===== config.mk =====
export PLATFORM = sky130hd
export DESIGN_NAME = lag_max_search
export DESIGN_NICKNAME = d
export VERILOG_FILES = /design/src/rtl/lag_max_search_pkg.sv /design/src/rtl/lag_max_search_sat_mac.sv /design/src/rtl/lag_max_search.sv
export SDC_FILE = /design/constraint.sdc
export NUM_CORES = 1
export LEC_CHECK = 0
export BUFFER_PORTS_ARGS = -buffer_cell sky130_fd_sc_hd__buf_2
export CAP_MARGIN = 20
export CORE_MARGIN = 2
export CORE_UTILIZATION = 61
export DETAILED_ROUTE_END_ITERATION = 6
export PLACE_DENSITY = 0.8
export SLEW_MARGIN = 20
export SYNTH_ARGS = -nofsm -noshare
export SYNTH_HDL_FRONTEND = slang
export SYNTH_SLANG_ARGS = --single-unit

===== constraint.sdc =====
create_clock -name clk -period 14.05 [get_ports clk]
set_input_delay 0.7025 -clock clk [delete_from_list [all_inputs] [get_ports clk]]
set_output_delay 0.7025 -clock clk [all_outputs]
set_load 0.02 [all_outputs]

===== src/rtl/lag_max_search_pkg.sv =====
// Shared types and helpers for the open-loop pitch lag search engine.
// The state encoding and saturation limits are common to the top and its MAC.
package lag_search_pkg;

  typedef enum logic [3:0] {
    IDLE,
    CHK,
    LAG_INIT,
    RD_X,
    WAIT_X,
    RD_Y,
    WAIT_Y,
    MAC,
    LAG_END,
    EN_INIT,
    EN_RD,
    EN_WAIT,
    EN_MAC,
    FIN
  } state_t;

  // Bit patterns of the most negative / most positive acc_w-bit values; the
  // caller truncates them to its accumulator width.
  function automatic logic [63:0] acc_min_bits(input int acc_w);
    return 64'd1 << (acc_w - 1);
  endfunction

  function automatic logic [63:0] acc_max_bits(input int acc_w);
    return (64'd1 << (acc_w - 1)) - 64'd1;
  endfunction

  function automatic logic cfg_invalid(input int unsigned l_frame,
                                       input int unsigned lag_min,
                                       input int unsigned lag_max,
                                       input int unsigned lag_step);
    return (lag_min > lag_max) || (l_frame == 0) || (lag_step == 0);
  endfunction

endpackage


===== src/rtl/lag_max_search_sat_mac.sv =====
// Combinational saturating multiply-accumulate: y = sat(acc + 2*a*b).
// Shared by the correlation and energy phases of lag_max_search.
module sat_mac
  import lag_search_pkg::*;
#(
  parameter int DATA_W = 16,
  parameter int ACC_W  = 32
) (
  input  logic signed [ACC_W-1:0]  acc,
  input  logic signed [DATA_W-1:0] a,
  input  logic signed [DATA_W-1:0] b,
  output logic signed [ACC_W-1:0]  y
);

  localparam int PW = 2 * DATA_W;
  localparam logic signed [ACC_W-1:0]  ACC_MIN = ACC_W'(acc_min_bits(ACC_W));
  localparam logic signed [ACC_W-1:0]  ACC_MAX = ACC_W'(acc_max_bits(ACC_W));
  localparam logic signed [DATA_W-1:0] D_MIN   = {1'b1, {(DATA_W-1){1'b0}}};

  logic signed [PW-1:0]  prod;
  logic signed [ACC_W-1:0] term;
  logic        [ACC_W:0] sum;

  always_comb begin
    prod = PW'(a) * PW'(b);
    // min*min doubled is the one product that does not fit; it clamps first.
    if (a == D_MIN && b == D_MIN) begin
      term = ACC_MAX;
    end else begin
      term = ACC_W'(prod <<< 1);
    end
    sum = {acc[ACC_W-1], acc} + {term[ACC_W-1], term};
    if (sum[ACC_W] != sum[ACC_W-1]) begin
      y = sum[ACC_W] ? ACC_MIN : ACC_MAX;
    end else begin
      y = sum[ACC_W-1:0];
    end
  end

endmodule


===== src/rtl/lag_max_search.sv =====
// Open-loop pitch lag search: sweeps lags lag_max..lag_min, keeps the best
// correlation and its lag, then measures the delayed-frame energy at that lag.
module lag_max_search
  import lag_search_pkg::*;
#(
  parameter int DATA_W  = 16,
  parameter int ACC_W   = 32,
  parameter int ADDR_W  = 12,
  parameter int LAG_W   = 8,
  parameter int RD_LAT  = 1,
  parameter int TIE_LOW = 1
) (
  input  logic                     clk,
  input  logic                     reset,
  input  logic                     start,
  input  logic [ADDR_W-1:0]        sig_base,
  input  logic [LAG_W-1:0]         l_frame,
  input  logic [LAG_W-1:0]         lag_min,
  input  logic [LAG_W-1:0]         lag_max,
  input  logic [LAG_W-1:0]         lag_step,
  output logic                     mem_rd_en,
  output logic [ADDR_W-1:0]        mem_rd_addr,
  input  logic signed [DATA_W-1:0] mem_rd_data,
  output logic                     busy,
  output logic                     done,
  output logic                     err,
  output logic signed [ACC_W-1:0]  cor_max,
  output logic [LAG_W-1:0]         p_max,
  output logic signed [ACC_W-1:0]  ener_max
);

  localparam logic signed [ACC_W-1:0] ACC_MIN = ACC_W'(acc_min_bits(ACC_W));
  localparam int WC_W = (RD_LAT > 1) ? $clog2(RD_LAT) : 1;
  localparam logic [WC_W-1:0] WAIT_LOAD = WC_W'(RD_LAT - 1);

  state_t                   state_reg;
  logic [ADDR_W-1:0]        base_reg;
  logic [LAG_W-1:0]         lf_reg, lmin_reg, lmax_reg, lstep_reg;
  logic [LAG_W-1:0]         lag_reg, best_reg, n_reg;
  logic [WC_W-1:0]          wait_reg;
  logic signed [DATA_W-1:0] x_reg, y_reg;
  logic signed [ACC_W-1:0]  acc_reg, max_reg;

  logic signed [DATA_W-1:0] mac_a;
  logic signed [ACC_W-1:0]  mac_out;
  logic [LAG_W-1:0]         n_inc;
  logic                     n_last, lag_more, upd, start_bad;

  function automatic logic [ADDR_W-1:0] sample_addr(input logic [ADDR_W-1:0] base,
                                                    input logic [LAG_W-1:0]  n,
                                                    input logic [LAG_W-1:0]  lag);
    return base + ADDR_W'(n) - ADDR_W'(lag);
  endfunction

  // Energy squares the delayed sample, so both MAC operands come from y_reg.
  assign mac_a     = (state_reg == EN_MAC) ? y_reg : x_reg;
  assign n_inc     = n_reg + LAG_W'(1);
  assign n_last    = (n_reg == lf_reg - LAG_W'(1));
  assign lag_more  = (lag_reg >= lstep_reg) && ((lag_reg - lstep_reg) >= lmin_reg);
  assign upd       = (TIE_LOW != 0) ? (acc_reg >= max_reg) : (acc_reg > max_reg);
  assign start_bad = cfg_invalid(32'(l_frame), 32'(lag_min), 32'(lag_max), 32'(lag_step));

  sat_mac #(
    .DATA_W(DATA_W),
    .ACC_W (ACC_W)
  ) u_sat_mac (
    .acc(acc_reg),
    .a  (mac_a),
    .b  (y_reg),
    .y  (mac_out)
  );

  always_ff @(posedge clk) begin
    if (reset) begin
      state_reg   <= IDLE;
      base_reg    <= '0;
      lf_reg      <= '0;
      lmin_reg    <= '0;
      lmax_reg    <= '0;
      lstep_reg   <= '0;
      lag_reg     <= '0;
      best_reg    <= '0;
      n_reg       <= '0;
      wait_reg    <= '0;
      x_reg       <= '0;
      y_reg       <= '0;
      acc_reg     <= '0;
      max_reg     <= ACC_MIN;
      mem_rd_en   <= 1'b0;
      mem_rd_addr <= '0;
      busy        <= 1'b0;
      done        <= 1'b0;
      err         <= 1'b0;
      cor_max     <= ACC_MIN;
      p_max       <= '0;
      ener_max    <= '0;
    end else begin
      done      <= 1'b0;
      mem_rd_en <= 1'b0;
      case (state_reg)
        IDLE: begin
          if (start) begin
            base_reg  <= sig_base;
            lf_reg    <= l_frame;
            lmin_reg  <= lag_min;
            lmax_reg  <= lag_max;
            lstep_reg <= lag_step;
            state_reg <= CHK;
            // A bad configuration is reported while sitting in CHK.
            if (start_bad) begin
              done     <= 1'b1;
              err      <= 1'b1;
              busy     <= 1'b0;
              p_max    <= lag_max;
              cor_max  <= ACC_MIN;
              ener_max <= '0;
            end else begin
              busy <= 1'b1;
            end
          end
        end
        CHK: begin
          lag_reg   <= lmax_reg;
          best_reg  <= lmax_reg;
          max_reg   <= ACC_MIN;
          n_reg     <= '0;
          acc_reg   <= '0;
          state_reg <= busy ? LAG_INIT : IDLE;
        end
        LAG_INIT: begin
          mem_rd_en   <= 1'b1;
          mem_rd_addr <= sample_addr(base_reg, n_reg, '0);
          state_reg   <= RD_X;
        end
        RD_X: begin
          wait_reg  <= WAIT_LOAD;
          state_reg <= WAIT_X;
        end
        WAIT_X: begin
          if (wait_reg == '0) begin
            x_reg       <= mem_rd_data;
            mem_rd_en   <= 1'b1;
            mem_rd_addr <= sample_addr(base_reg, n_reg, lag_reg);
            state_reg   <= RD_Y;
          end else begin
            wait_reg <= wait_reg - WC_W'(1);
          end
        end
        RD_Y: begin
          wait_reg  <= WAIT_LOAD;
          state_reg <= WAIT_Y;
        end
        WAIT_Y: begin
          if (wait_reg == '0) begin
            y_reg     <= mem_rd_data;
            state_reg <= MAC;
          end else begin
            wait_reg <= wait_reg - WC_W'(1);
          end
        end
        MAC: begin
          acc_reg <= mac_out;
          if (n_last) begin
            state_reg <= LAG_END;
          end else begin
            n_reg       <= n_inc;
            mem_rd_en   <= 1'b1;
            mem_rd_addr <= sample_addr(base_reg, n_inc, '0);
            state_reg   <= RD_X;
          end
        end
        LAG_END: begin
          if (upd) begin
            max_reg  <= acc_reg;
            best_reg <= lag_reg;
          end
          n_reg   <= '0;
          acc_reg <= '0;
          if (lag_more) begin
            lag_reg   <= lag_reg - lstep_reg;
            state_reg <= LAG_INIT;
          end else begin
            state_reg <= EN_INIT;
          end
        end
        EN_INIT: begin
          mem_rd_en   <= 1'b1;
          mem_rd_addr <= sample_addr(base_reg, n_reg, best_reg);
          state_reg   <= EN_RD;
        end
        EN_RD: begin
          wait_reg  <= WAIT_LOAD;
          state_reg <= EN_WAIT;
        end
        EN_WAIT: begin
          if (wait_reg == '0) begin
            y_reg     <= mem_rd_data;
            state_reg <= EN_MAC;
          end else begin
            wait_reg <= wait_reg - WC_W'(1);
          end
        end
        EN_MAC: begin
          acc_reg <= mac_out;
          if (n_last) begin
            done      <= 1'b1;
            err       <= 1'b0;
            busy      <= 1'b0;
            cor_max   <= max_reg;
            p_max     <= best_reg;
            ener_max  <= mac_out;
            state_reg <= FIN;
          end else begin
            n_reg       <= n_inc;
            mem_rd_en   <= 1'b1;
            mem_rd_addr <= sample_addr(base_reg, n_inc, best_reg);
            state_reg   <= EN_RD;
          end
        end
        FIN: begin
          state_reg <= IDLE;
        end
        default: begin
          state_reg <= IDLE;
        end
      endcase
    end
  end

endmodule


==> results of run 1 <==
[cell type report]
cell class | instances | area share, %
clock inverter | 18 | 0.8867
clock buffer | 35 | 2.806
tap | 532 | 2.432
multi-input combinational | 2179 | 65.70
inverter | 440 | 6.033
sequential | 256 | 18.72
timing repair buffer | 174 | 3.424
[Yosys cell counts (13+ instances only)]
cell / instances
nor3_1: 37
o31ai_1: 13
mux2i_1: 35
o32ai_1: 13
a31oi_1: 18
o21a_1: 28
nand4_1: 14
nand2b_1: 20
inv_1: 439
xnor2_1: 76
a21o_1: 44
nor2b_1: 31
a21oi_1: 177
nand3_1: 43
ha_1: 203
dfxtp_1: 256
a311oi_1: 15
nor2_1: 165
o21ai_0: 114
clkbuf_1: 125
a22o_1: 66
and2_1: 115
o22ai_1: 14
a211oi_1: 28
xor2_1: 35
nor4_1: 18
and3_1: 21
a32o_1: 16
nand2_1: 385
fa_1: 262
o2bb2ai_1: 22
[logic make-up (layout without fill, tap and decap cells)]
family                   after synthesis  count (layout)
adder cells (fa/ha/maj)              465             465
flip-flops                           256             256
XOR/XNOR                             111             111
AND/OR/NAND/NOR                      897             897
buffers and inverters                588             667
AO/OA/AOI/OAI                        659             659
multiplexers                          47              47
[power by group]
group          internal, W  switching (W)  total, W
Combinational     0.000114       0.000180  0.000294
Sequential        0.000747      0.0000209  0.000768
Clock             0.000483       0.000333  0.000815
Total              0.00134       0.000534   0.00188
[worst min-delay path by stage]
stage	cells after the start	endpoint	from
finish	3	x_reg[3]	mem_rd_data[3]
detailed placement	1	ener_max[13]	ener_max[13]
floorplan	2	lmax_reg[5]	lmax_reg[5]
global route	3	x_reg[3]	mem_rd_data[3]
CTS	3	x_reg[3]	mem_rd_data[3]
global placement	2	mem_rd_addr[7]	mem_rd_addr[7]
[metrics by stage]
| step | utilization [%] | setup WS [ns] | power, W | cell area, um2 |
|---|---|---|---|---|
| after CTS | 66.89 | 2.624 | 0.001879 | 27370 |
| after detailed placement | 64.42 | 2.703 | 0.001069 | 26360 |
| after global placement | 64.39 | 3.148 | 0.001056 | 26350 |
| final | 66.89 | 2.421 | 0.001877 | 27370 |
| after global routing | 66.89 | 1.697 | 0.001944 | 27370 |
| after floorplan | - | 4.135 | 0.0009903 | 25300 |
[per-layer routing]
| layer | up-vias | wire length, um |
|---|---|---|
| met1 | 10700 | 27460 |
| met3 | 217 | 5032 |
| met2 | 919 | 32190 |
| met4 | 0 | 3384 |
| li1 | 10200 | - |
| met5 | - | 0 |
[worst max-delay path, delay by kind of cell (launching register included)]
| family | cells | cell delay, ns |
|---|---|---|
| buf+inv | 7 | 1.08 |
| flops | 1 | 0.73 |
| compound gates | 9 | 2.32 |
| simple gates | 12 | 3.54 |
| fa+ha+maj | 8 | 3.76 |
==> impl_metrics.yaml, run 1 <==
sta:
  hold_ws_ns: 0.3576
  hold_viol_final: 0
  max_slew_margin_pct: 27.92
  setup_viol: 0
  final.setup_skew_ns: 0.01978
  fmax_mhz: 85.99
  finalSetupTns_ns: 0
  post-route-period-util_pct: 82.77
  rsz0062_at_grt: "false"
  drv_slew: 0
  layout_min_cycle_time_ns: 11.63
  worst_pin_slew_ns: 1.081
power_and_ir_drop:
  ir_drop_uv: 103.9
  p_per_area_nw_per_um2: 68.58
  p_leak_nw: 13.06
setup_path:
  setup.worst_path.start: "state_reg[2]"
  r2r_cells: 36
  endpoint: "ener_max[6]"
  cp.arrival_ns: 12.05
  required_ns: 14.47
  worstReg2RegStart: "state_reg[2]"
  end_kind: "flop"
  crit_slowest_cell: "dfxtp_1"
  r2r_setup_slack_ns: 2.42
  cpPeakStageDelay_ns: 0.73
  critical_path_class: "reg2reg"
  r2r_end: "ener_max[6]"
  critPathMaxFanout: 28
  crit_path_start_kind: "flop"
logic_synthesis:
  async_reset_ff_share_pct: 0
  synth_edf_count: 0
  synth_top_area_share_pct: 20.73
  synth_cell_type_count: 75
  yosysWarnings: 0
  yosys.area_share.xor_xnor_pct: 3.843
  syn_area_um2: 25300
  synth_top_family_by_area: "adder cells"
  synth_flop_cell: "dfxtp_1"
  syn-instance-count: 3023
  synth_area_leaders: "fa_1 (21%), dfxtp_1 (20%), ha_1 (10%), inv_1 (6.5%), nand2_1 (5.7%)"
  yosys.area_share.simple_pct: 16.60
  synth_top_area_cell: "fa_1"
  seq_area_frac_synth_pct: 20.26
  synth-compound-area-share_pct: 17.75
  synth-seq-cells: 256
  synthMuxAreaShare_pct: 1.919
  synthAdderAreaFrac_pct: 30.77
  synth_nets: 3551
  avgSynthCellArea_um2: 8.369
global_route:
  grt_max_degree: 79
  grt_pass1_wl_um: 110900
  use_met2_pct: 51.82
  grt-ovfl-total: 0
  track_usage_pct: 31.19
  antenna_found_initial: 0
  gr-usage-met3_pct: 4.539
  busiest_layer: "met2"
  use_met1_pct: 40.72
  first_global_vias: 21950
routing:
  drt_wl_total_um: 68070
  via_per_inst: 6.065
  drt-pass1-iter-count: 7
  post-route-drc-count: 2
  wire_per_inst_um: 18.73
  vias: 22040
  first_iter_violations: 1602
  postRouteAntennaNets: 0
status:
  failed_checks: "DRC"
  status: "complete, but fails checks"
cts:
  cts_max_level: 1
  cts_setup_buffers: 0
  cts_buffer_depth: 3
  cts_tree: "built"
  cts_resized: 0
  cts_made_buffers: 29
  clk_pin_slew_ns: 0.07
  cts_root_buf: "clkbuf_16"
  clkLatencyLatePin_ns: 0.59
  ctsHoldBuffers: 0
  cts.sinks: 256
die:
  fp.dieW_um: 207.6
  die_area_um2: 43120
  die_h_um: 207.6
  core_area_um2: 40920
  start_util_pct: 61.82
  rows: 74
  io_pins: 151
cells_and_area:
  diodes: 0
  final_cell_mix: "inv_1 (439), nand2_1 (385), fa_1 (262)"
  register_area_um2: 5125
  multi_input_comb_area_um2: 17980
  final_layout_size_suffix_gt1_share_pct: 8.478
  final_common_cell: "inv_1"
  stdcell_count: 3634
  area_growth_pct: 8.205
  nNetsFinal: 3608
  fill_cells: 3369
worst_hold_path:
  hold_path_class: "in2reg"
place:
  place_congestion: 0.9590
  io_buffers: 150
  dp_cells: 3581
  dpl.hpwl_um: 52490
run:
  maxCapViolations: 0
Power figures use the tool's default switching activity.
==> inputs of run 2 (changes only) <==
Settings changed: ABC_AREA from default to 1, CORE_UTILIZATION 61 to 57, PLACE_DENSITY 0.8 to 0.78.
Clock period 14.05 ns to 10.59 ns, I/O delays scaled along.
==> run 2 against run 1 <==
Flip-flop and latch count stayed put. Critical path depth is 1 higher. Routed wire length is 9.7% higher. Hold slack lost 0.19 ns. Power grew 31%. The run still ends with DRC left.
==> impl_metrics.yaml, run 2 <==
cells_and_area:
  final_cell_mix: "nand2_1 (795), inv_1 (612), nor2_1 (364)"
  diodes: 0
  final_layout_size_suffix_gt1_share_pct: 7.378
  nNetsFinal: 4210
  area_growth_pct: 7.934
  final_common_cell: "nand2_1"
routing:
  post-route-drc-count: 1
  postRouteAntennaNets: 0
  wire_per_inst_um: 17.40
  vias: 23830
  drt-pass1-iter-count: 7
  drt_wl_total_um: 74670
  first_iter_violations: 2169
  via_per_inst: 5.552
place:
  place_congestion: 1.091
  dpl.hpwl_um: 58690
  io_buffers: 150
sta:
  rsz0062_at_grt: "false"
  setup_viol: 0
  final.setup_skew_ns: 0.03207
  finalSetupTns_ns: 0
  layout_min_cycle_time_ns: 9.797
  drv_slew: 0
  worst_pin_slew_ns: 1.119
  hold_viol_final: 0
  max_slew_margin_pct: 25.35
  post-route-period-util_pct: 92.51
  fmax_mhz: 102.1
power_and_ir_drop:
  switchingPower_w: 0.0007580
  power.share.sequential_pct: 41.7
  power.total_w: 0.002455
  p_leak_nw: 13.91
  p_per_area_nw_per_um2: 88.40
  p_sw_share_pct: 30.87
  clkPwrFrac_pct: 39.7
  ir_drop_uv: 129.1
  internal_power_w: 0.001697
  p_comb_share_pct: 18.6
logic_synthesis:
  async_reset_ff_share_pct: 0
  synthMostInstantiatedCell: "nand2_1"
  avgSynthCellArea_um2: 7.147
  yosysWarnings: 0
  synth_flop_cell: "dfxtp_1"
  synth_area_leaders: "fa_1 (20%), dfxtp_1 (20%), nand2_1 (12%), ha_1 (9.9%), inv_1 (8.9%)"
  synth_top_area_share_pct: 20.38
  synth_nets: 4129
  seq_area_frac_synth_pct: 19.91
  synth_top_area_cell: "fa_1"
  syn-instance-count: 3601
  synth-seq-cells: 256
  synth_edf_count: 0
  synthTopCellsByCount: "nand2_1 (796), inv_1 (612), nor2_1 (366)"
  syn_area_um2: 25740
  synth_cell_type_count: 64
die:
  die_h_um: 216.5
  fp.dieW_um: 216.5
  io_pins: 151
  core_area_um2: 44410
  die_area_um2: 46870
  start_util_pct: 57.95
  rows: 77
cts:
  cts_setup_buffers: 0
  clk_pin_slew_ns: 0.07
  cts.sinks: 256
  cts_resized: 0
  cts_root_buf: "clkbuf_16"
  clkLatencyLatePin_ns: 0.60
  cts_max_level: 1
  cts_tree: "built"
  cts_buffer_depth: 3
  cts_made_buffers: 28
  ctsHoldBuffers: 0
setup_path:
  crit_path_start_kind: "flop"
  endpoint: "acc_reg[3]"
  required_ns: 11.10
  r2r_end: "acc_reg[3]"
  r2r_setup_slack_ns: 0.79
  setup.worst_path.start: "y_reg[15]"
  cpPeakStageDelay_ns: 0.56
  crit_top_cell: "inv_1"
  critPathMaxFanout: 38
  cp.arrival_ns: 10.31
  critical_path_class: "reg2reg"
  r2r_cells: 37
  crit_slowest_cell: "dfxtp_1"
  end_kind: "flop"
  worstReg2RegStart: "y_reg[15]"
worst_hold_path:
  hold_depth: 3
  hold_path_class: "in2reg"
global_route:
  antenna_found_initial: 0
  grt_max_degree: 100
  first_global_vias: 22990
  grt_pass1_wl_um: 121900
  track_usage_pct: 32.39
  grt-ovfl-total: 0
status:
  failed_checks: "DRC"
  status: "complete, but fails checks"
run:
  maxCapViolations: 0
## run 2: cell count changes in the layout (fill, tap and decap cells not counted), sizes merged, moves of 27 or more
cell / change
nand2: +413
nor2: +206
inv: +187
nand3: +177
and2: -114
o21ai: +113
a21oi: +105
a22o: -66
xnor2: -37
a21o: -36
mux2i: -35
nor2b: -31
a211oi: -27
## run 2: area by class of cell
| cell class | instances | area [um2] |
|---|---|---|
| clock buffer | 37 | 784.5 |
| timing repair buffer | 172 | 918.4 |
| fill | 4130 | 16640 |
| multi-input combinational | 2593 | 17710 |
| tap | 592 | 740.7 |
| inverter | 631 | 2376 |
| sequential | 256 | 5125 |
| clock inverter | 11 | 120.1 |
## run 2: logic make-up after synthesis
logic type	synth area share [%]
buffers and inverters	11.31
flip-flops	19.91
AO/OA/AOI/OAI	12.05
AND/OR/NAND/NOR	23.87
adder cells (fa/ha/maj)	30.25
XOR/XNOR	2.606
## run 2: worst max-delay path: cells and delay by family (launching register included)
kind | cells | cell delay [ns]
fa+ha+maj | 8 | 3.72
buf+inv | 9 | 1.84
flops | 1 | 0.56
compound gates | 10 | 1.88
simple gates | 10 | 1.68
## run 2: power groups by stage
| stage | clock (W) | sequential [W] | combinational (W) |
|---|---|---|---|
| 2_1_floorplan | 0 | 0.00104 | 0.000327 |
| 3_3_place_gp | 0 | 0.00104 | 0.000444 |
| 3_5_place_dp | 0 | 0.00104 | 0.000450 |
| 4_1_cts | 0.000992 | 0.00102 | 0.000453 |
| 5_1_grt | 0.00103 | 0.00103 | 0.000519 |
| 6_report | 0.000975 | 0.00102 | 0.000457 |
## run 2: worst min-delay path by stage
stage / to / start / slack, ns
after floorplan: x_reg[0] / x_reg[0] / 0.43
after global placement: ener_max[9] / ener_max[9] / 0.43
after detailed placement: ener_max[9] / ener_max[9] / 0.43
after CTS: base_reg[7] / sig_base[7] / 0.14
after global routing: base_reg[7] / sig_base[7] / 0.16
final: base_reg[7] / sig_base[7] / 0.17
## run 2: layer usage
layer  up-vias  GRT usage, %  wire [um]
met5         -             0          0
met4         0         10.53       2738
met3       164         4.786       6503
met2      1066         51.25      32970
met1     11130         45.66      32470
li1      11470             -          -
## run 2: per-stage QoR
stage	setup slack (ns)	cells	utilization (%)	instance area, um2	hold WS (ns)
6_report	0.7935	4292	62.54	27780	0.1655
5_1_grt	0.1744	4292	62.54	27780	0.1639
4_1_cts	0.9326	4292	62.54	27780	0.1422
3_5_place_dp	1.008	4244	60.51	26870	0.4265
3_3_place_gp	1.042	4244	60.51	26870	0.4250
2_1_floorplan	2.734	3601	-	25740	0.4297
